[src/rtl/control_pipeline_pkg.sv]
// Control-bundle layout, bubble constant and forward-select codes shared by the decoder and the pipeline.
// Bundle bit 11 is spare and always travels as written.
package control_pipeline_pkg;

   localparam int CTRL_W = 12;
   localparam int REG_W  = 5;

   localparam int B_JUMP       = 0;
   localparam int B_ALU_SRC    = 1;
   localparam int B_REG_WRITE  = 2;
   localparam int B_REG_DST    = 3;
   localparam int B_MEM_TO_REG = 4;
   localparam int B_MEM_WRITE  = 5;
   localparam int B_MEM_READ   = 6;
   localparam int B_ALU_OP_LO  = 7;
   localparam int B_ALU_OP_HI  = 8;
   localparam int B_BRANCH_NE  = 9;
   localparam int B_BRANCH_EQ  = 10;
   localparam int B_SPARE      = 11;

   typedef logic [CTRL_W-1:0] ctrl_t;
   typedef logic [REG_W-1:0]  reg_t;

   localparam ctrl_t CTRL_BUBBLE = '0;

   typedef enum logic [1:0] {
      FWD_RF    = 2'b00,
      FWD_MEMWB = 2'b01,
      FWD_EXMEM = 2'b10
   } fwd_sel_t;

   // EX/MEM result is younger than MEM/WB, so it must win when both match.
   function automatic logic [1:0] fwd_select(input reg_t src,
                                             input logic mem_rw, input reg_t mem_wreg,
                                             input logic wb_rw,  input reg_t wb_wreg);
      if (mem_rw && mem_wreg != '0 && mem_wreg == src)
         return FWD_EXMEM;
      else if (wb_rw && wb_wreg != '0 && wb_wreg == src)
         return FWD_MEMWB;
      else
         return FWD_RF;
   endfunction

endpackage

[src/rtl/control_pipeline_hazard_unit.sv]
// Combinational branch, hazard and forwarding decisions for control_pipeline.
// Forwarding and the load-use-only stall exist when CONTROL_PIPELINE_FORWARDING_EN is defined.
module control_pipeline_hazard_unit
   import control_pipeline_pkg::*;
(
   input  logic       active,
   input  logic       id_jump,
   input  reg_t       id_rs,
   input  reg_t       id_rt,
   input  logic       ex_branch_eq,
   input  logic       ex_branch_ne,
   input  logic       ex_mem_read,
   input  logic       ex_reg_write,
   input  reg_t       ex_wreg,
   input  reg_t       ex_rs,
   input  reg_t       ex_rt,
   input  logic       ex_zero,
   input  logic       mem_reg_write,
   input  reg_t       mem_wreg,
   input  logic       wb_reg_write,
   input  reg_t       wb_wreg,
   output logic       stall,
   output logic       flush_ifid,
   output logic       branch_taken,
   output logic       load_bubble,
   output logic [1:0] forward_a,
   output logic [1:0] forward_b
);

   logic       taken_raw;
   logic       hazard_raw;
   logic [1:0] fwd_a_sel;
   logic [1:0] fwd_b_sel;
   logic       unused_inputs;

   assign taken_raw = (ex_branch_eq & ex_zero) | (ex_branch_ne & ~ex_zero);

`ifdef CONTROL_PIPELINE_FORWARDING_EN
   assign hazard_raw = ex_mem_read && (ex_wreg != '0) &&
                       ((ex_wreg == id_rs) || (ex_wreg == id_rt));
   assign fwd_a_sel  = fwd_select(ex_rs, mem_reg_write, mem_wreg, wb_reg_write, wb_wreg);
   assign fwd_b_sel  = fwd_select(ex_rt, mem_reg_write, mem_wreg, wb_reg_write, wb_wreg);
   assign unused_inputs = ex_reg_write;
`else
   logic rs_hit;
   logic rt_hit;

   // Without bypass paths any in-flight writer of a source register must drain to WB first.
   assign rs_hit = (id_rs != '0) && ((ex_reg_write  && ex_wreg  == id_rs) ||
                                     (mem_reg_write && mem_wreg == id_rs));
   assign rt_hit = (id_rt != '0) && ((ex_reg_write  && ex_wreg  == id_rt) ||
                                     (mem_reg_write && mem_wreg == id_rt));
   assign hazard_raw = rs_hit | rt_hit;
   assign fwd_a_sel  = FWD_RF;
   assign fwd_b_sel  = FWD_RF;
   assign unused_inputs = ^{ex_mem_read, ex_rs, ex_rt, wb_reg_write, wb_wreg};
`endif

   assign branch_taken = active & taken_raw;
   assign stall        = active & hazard_raw & ~taken_raw;
   // A stalled jump must stay in IF/ID, so it only flushes once it actually issues.
   assign flush_ifid   = active & (taken_raw | (id_jump & ~hazard_raw));
   assign load_bubble  = taken_raw | hazard_raw;
   assign forward_a    = active ? fwd_a_sel : 2'(FWD_RF);
   assign forward_b    = active ? fwd_b_sel : 2'(FWD_RF);

endmodule

[src/rtl/control_pipeline.sv]
// ID/EX, EX/MEM and MEM/WB control registers of a 5-stage MIPS-style pipeline.
// Define CONTROL_PIPELINE_FORWARDING_EN to enable operand forwarding (otherwise RAW hazards stall).
module control_pipeline
   import control_pipeline_pkg::*;
(
   input  logic              clk,
   input  logic              reset_n,
   input  logic [CTRL_W-1:0] id_ctrl,
   input  logic [REG_W-1:0]  id_rs,
   input  logic [REG_W-1:0]  id_rt,
   input  logic [REG_W-1:0]  id_rd,
   input  logic              ex_zero,
   output logic              stall,
   output logic              flush_ifid,
   output logic              branch_taken,
   output logic [CTRL_W-1:0] ex_ctrl,
   output logic [CTRL_W-1:0] mem_ctrl,
   output logic [CTRL_W-1:0] wb_ctrl,
   output logic [REG_W-1:0]  ex_wreg,
   output logic [REG_W-1:0]  mem_wreg,
   output logic [REG_W-1:0]  wb_wreg,
   output logic [1:0]        forward_a,
   output logic [1:0]        forward_b
);

   reg_t id_wreg;
   reg_t ex_rs;
   reg_t ex_rt;
   logic load_bubble;

   assign id_wreg = id_ctrl[B_REG_DST] ? id_rd : id_rt;

   always_ff @(posedge clk or negedge reset_n) begin
      if (!reset_n) begin
         ex_ctrl  <= CTRL_BUBBLE;
         ex_wreg  <= '0;
         ex_rs    <= '0;
         ex_rt    <= '0;
         mem_ctrl <= CTRL_BUBBLE;
         mem_wreg <= '0;
         wb_ctrl  <= CTRL_BUBBLE;
         wb_wreg  <= '0;
      end else begin
         if (load_bubble) begin
            ex_ctrl <= CTRL_BUBBLE;
            ex_wreg <= '0;
            ex_rs   <= '0;
            ex_rt   <= '0;
         end else begin
            ex_ctrl <= id_ctrl;
            ex_wreg <= id_wreg;
            ex_rs   <= id_rs;
            ex_rt   <= id_rt;
         end
         mem_ctrl <= ex_ctrl;
         mem_wreg <= ex_wreg;
         wb_ctrl  <= mem_ctrl;
         wb_wreg  <= mem_wreg;
      end
   end

   control_pipeline_hazard_unit u_hazard (
      .active        (reset_n),
      .id_jump       (id_ctrl[B_JUMP]),
      .id_rs         (id_rs),
      .id_rt         (id_rt),
      .ex_branch_eq  (ex_ctrl[B_BRANCH_EQ]),
      .ex_branch_ne  (ex_ctrl[B_BRANCH_NE]),
      .ex_mem_read   (ex_ctrl[B_MEM_READ]),
      .ex_reg_write  (ex_ctrl[B_REG_WRITE]),
      .ex_wreg       (ex_wreg),
      .ex_rs         (ex_rs),
      .ex_rt         (ex_rt),
      .ex_zero       (ex_zero),
      .mem_reg_write (mem_ctrl[B_REG_WRITE]),
      .mem_wreg      (mem_wreg),
      .wb_reg_write  (wb_ctrl[B_REG_WRITE]),
      .wb_wreg       (wb_wreg),
      .stall         (stall),
      .flush_ifid    (flush_ifid),
      .branch_taken  (branch_taken),
      .load_bubble   (load_bubble),
      .forward_a     (forward_a),
      .forward_b     (forward_b)
   );

endmodule

[config.mk]
export PLATFORM = sky130hd
export DESIGN_NAME = control_pipeline
export DESIGN_NICKNAME = d
export VERILOG_FILES = /design/src/rtl/control_pipeline_pkg.sv /design/src/rtl/control_pipeline_hazard_unit.sv /design/src/rtl/control_pipeline.sv
export SDC_FILE = /design/constraint.sdc
export NUM_CORES = 1
export LEC_CHECK = 0
export CAP_MARGIN = 20
export CORE_AREA = 2 2 70 72
export DETAILED_ROUTE_END_ITERATION = 10
export DIE_AREA = 0 0 72 74
export PLACE_DENSITY = 0.82
export RECOVER_POWER = 50
export SLEW_MARGIN = 15
export SYNTH_ARGS = -nofsm -noshare
export SYNTH_HDL_FRONTEND = slang
export SYNTH_SLANG_ARGS = --single-unit
[constraint.sdc]
create_clock -name clk -period 4.3 [get_ports clk]
set_input_delay 0.43 -clock clk [delete_from_list [all_inputs] [get_ports clk]]
set_output_delay 0.43 -clock clk [all_outputs]
set_load 0.01 [all_outputs]
### Word level (Yosys, flattened, before mapping)

Index checks and enable logic that the tools add are counted.

| storage, ports and cells | value |
|---|---|
| register bits after elaboration | 51 |
| input bits | 30 |
| output and inout port bits | 58 |
| word-level logic and storage cells | 37 |

| cells by class | value |
|---|---|
| eq/ne operators | 4 |
| multiplexer cells | 3 |
| bitwise operators | 14 |
| reductions and logical operators | 10 |

Operator list:

| operator | number |
|---|---|
| $eq A5 B5 Y1 | 4 |
| $mux W12 | 1 |
| $mux W5 | 2 |
| $reduce_bool A5 Y1 | 2 |
| $and A1 B1 Y1 | 7 |
| $logic_and A1 B1 Y1 | 6 |
| $or A1 B1 Y1 | 4 |
| $not A1 Y1 | 3 |
| $logic_or A1 B1 Y1 | 2 |

### Logic depth before layout (Yosys ltp)

| depth | value |
|---|---|
| word-level depth | 9 |
| mapped depth | 6 |
| depth with buffers taken out | 5 |

### Hierarchy

A second synthesis with hierarchy kept.

| unflattened totals | value |
|---|---|
| cell total of the unflattened synthesis | 144 |
| area total of the unflattened synthesis | 2127.0 um^2 |

By module, submodules not included:

| module | instances | cells an instance | area each (um^2) | seq. area each (um^2) |
|---|---|---|---|---|
| control_pipeline | 1 | 96 | 1780.5 | 1526.5 |
| control_pipeline_hazard_unit | 1 | 48 | 346.6 | 0.0 |

### Worst setup path before layout

No wires, ideal clock.

| timing path | value |
|---|---|
| path kind | input -> output |
| from | input port id_rt[0] |
| to | output port stall |
| data arrival time | 1612 ps |
| data required time | 3870 ps |
| slack | 2258 ps |
| cell stages on the path | 5 |
| buffers on the path | 0 |
| cells stage by stage | or4_1 nor2_1 nand4b_1 nand4_4 and3_2 |

| between the ends | value |
|---|---|
| cells in the longest elaborated chain, start to end | 7 |
| elaborated cells between the ends (all ways) | 10 |
| classes of those cells | eq/ne: 2; bitwise: 3; reduce/logical: 5 |

Ends and longest elaborated chain:

| element | RTL line | source |
|---|---|---|
| start, declared | control_pipeline.sv:10 | `input logic [REG_W-1:0] id_rt,` |
| $eq A5 B5 Y1 (on tied branches) | control_pipeline_hazard_unit.sv:51, control_pipeline_hazard_unit.sv:52 |  |
| $logic_and A1 B1 Y1 (on tied branches) | control_pipeline_hazard_unit.sv:51, control_pipeline_hazard_unit.sv:52 |  |
| $logic_or A1 B1 Y1 | control_pipeline_hazard_unit.sv:51 | `assign rt_hit = (id_rt != '0) && ((ex_reg_write && ex_wreg == id_rt) \|\|` |
| $logic_and A1 B1 Y1 * | control_pipeline_hazard_unit.sv:51 |  |
| $or A1 B1 Y1 * | control_pipeline_hazard_unit.sv:53 | `assign hazard_raw = rs_hit \| rt_hit;` |
| $and A1 B1 Y1 * (2 in series) | control_pipeline_hazard_unit.sv:60 | `assign stall = active & hazard_raw & ~taken_raw;` |
| end, declared | control_pipeline.sv:13 | `output logic stall,` |

Every way passes the cells marked *; elsewhere a longest branch is shown, timed or not.

### Worst setup path after layout

| timing path | value |
|---|---|
| from | input port id_rt[3] |
| to | output port stall |

The elaborated chain is that of the path after synthesis.

==> metrics.yaml <==
reg2regPathDepth: 5
postCtsSetupRepairBufs: 0
io_buffers: 83
timing.hold.ws_ps: 184
postCtsHoldBufs: 0
drt_iter0_markers: 37
worstSetupPathType: "in2out"
hp-class: "in2async"
grt.total_usage_pct: 15.0
synth_cell_types: 23
fp-row-count: 25
clkSinkCount: 51
wl_um: 3820
root_buffer: "clkbuf_8"
start_util_pct: 42.0
fmax_mhz: 301
status: "finished, violations left"
setup_viol: 0
post-dp-hpwl_um: 2970
synth_common_cells: "51 x dfrtp_1, 16 x xor2_1, 13 x inv_1"
dr.pass1.iters: 4
hold_viol_final: 0
gp_routability_congestion: 0.729
ys_seq_area_share_pct: 66.1
cts_resized: 0
cap_violations: 1
syn2layout_area_growth_pct: 46.7
setup_tns_ps: 0
clk_latency_ps: 290
cts_buffers: 5
grt.overflow.total: 0
leakage_uw: 0.00127
io_pins: 88
worstPathArrival_ps: 2890
final_nets: 249
p_total_uw: 1180
cp_data_required_time_ps: 3870
worstReg2RegEnd: "ex_wreg[2]"
skew_ps: 3.78
ys.flop_type: "dfrtp_1"
vias: 1276
ant_nets: 0
path_max_fanout: 19
drive_gt1_share_pct: 9.55
grt_max_degree: 40
crit_end: "stall"
antenna_found_initial: 0
yosysMostFrequentCell: "dfrtp_1"
synth_area_leaders: "dfrtp_1 66%, xor2_1 7.3%, nor3_2 4.7%, buf_4 3.9%, mux2i_1 2.6%"
ir_worst_vdd_uv: 233
avgRoutedWirePerCell_um: 13.9
place_worst_setup_slack_ps: 963
rsz0062_at_grt: "false"
synthArstFlopShare_pct: 100
cp-end-kind: "primary output"
ys_warn_count: 0
synth_top_area_share_pct: 66.1
synth_area_leader_cell: "dfrtp_1"
synth_area_mm2: 0.00193
tightest_slew_ps: 1950
grt_pass1_wl_um: 5950
period_needed_ps: 3320
layout_setup_ws_ps: 976
rrSetupSlack_ps: 2640
grt_pass1_vias: 1261
netlist_instances: 138
cts_max_path_buffers: 2
r2r_start: "mem_wreg[0]"
cts_tree: "built"
critPathLaunch: "id_rt[3]"
synth_edf_count: 0
finalMaxSlewViolations: 40
htreeDepth: 2
fin_crit_sh_pct: 77.3
clk_pin_slew_ps: 80
remaining_drc_errors: 0
vias_per_cell: 4.66
relSlewSlack_pct: -29.8
die_area_mm2: 0.00533
synth.ff_latch_count: 51
fp.dieW_um: 72
antennaDiodeCount: 0
setup.worst_path.start_class: "primary input"
core_mm2: 0.00460
die_y_um: 74
power_density_mw_per_mm2: 416
fin_util_pct: 61.6
violations: "capacitance limit, slew limit"
postSynthAreaPerCell_um2: 14.0
report_power, final:
part | internal, uW | switching [uW] | leakage (uW)
sequential | 551 | 49.1 | 0.000639
combinational | 186 | 129 | 0.000578
clock | 115 | 147 | 0.0000483
metrics by stage:
stage	std cells	instance area, um^2
3_3_place_gp	266	2750
2_1_floorplan	141	1940
6_report	274	2830
3_5_place_dp	266	2750
5_1_grt	274	2830
4_1_cts	274	2840
routing by layer:
| metal | wire, um | GRT usage (%) | share of wire, % | vias to the layer above |
|---|---|---|---|---|
| li1 | - | - | - | 597 |
| met4 | 28 | 4.40 | 0.73 | 0 |
| met1 | 1480 | 17.8 | 39 | 621 |
| met2 | 1950 | 25.8 | 51 | 53 |
| met5 | 0 | 0 | 0 | - |
| met3 | 354 | 5.42 | 9.3 | 5 |
area by class of cell:
cell class,count,area (um^2)
fillers,373,1770
flip-flops and latches,51,1280
repair buffers,84,828
multi-input cells,64,522
clock buffers,5,68.8
well taps,54,67.6
inverters,13,48.8
clock inverters,3,18.8
placed cells by master (no fill, tap or decap), drive strengths merged:
cell type      instances
clkdlybuf4s50         82
mux2i                  5
xnor2                  4
nor2                   2
and3                   1
nor3                  17
inv                   14
xor2                  16
o21bai                 1
dfrtp                 51
or4                    2
mux2                   1
nand4b                 4
nand2                  1
and2                   1
clkinv                 2
nor4                   4
conb                   4
nand4                  1
clkbuf                 7
worst max-delay path, stage by stage:
cell and delay [ps]:
clkdlybuf4s50_1 490, or4_1 520, nor2_1 120, nand4b_1 170, nand4_4 340, and3_2 350, clkdlybuf4s50_1 470
worst min-delay path by stage:
| stage | end | slack (ps) | startpoint |
|---|---|---|---|
| final | wb_ctrl[6] | 180 | reset_n |
| after global routing | wb_ctrl[6] | 240 | reset_n |
| after CTS | wb_ctrl[6] | 20 | reset_n |
| after detailed placement | wb_ctrl[6] | 350 | reset_n |
| after global placement | mem_ctrl[4] | 350 | reset_n |
| after floorplan | ex_ctrl[0] | 130 | reset_n |
flip-flops by register name, indices dropped and copies added (netlist names):
name and flops:
mem_ctrl 12, mem_wreg 5, ex_wreg 5, wb_wreg 5, ex_ctrl 12, wb_ctrl 12
kinds of logic (layout without fill, tap and decap cells):
group | Yosys count | count (layout) | share of synthesized area (%)
AOI/OAI and AO/OA | 1 | 1 | 0.389
DFF | 51 | 51 | 66.1
xor gates and xnor gates | 20 | 20 | 9.08
other | 1 | 4 | 0.194
and+or+nand+nor | 33 | 33 | 13.6
buffers and inverters | 26 | 105 | 7.39
muxes | 6 | 6 | 3.18
(Power assumes the default switching activity.)
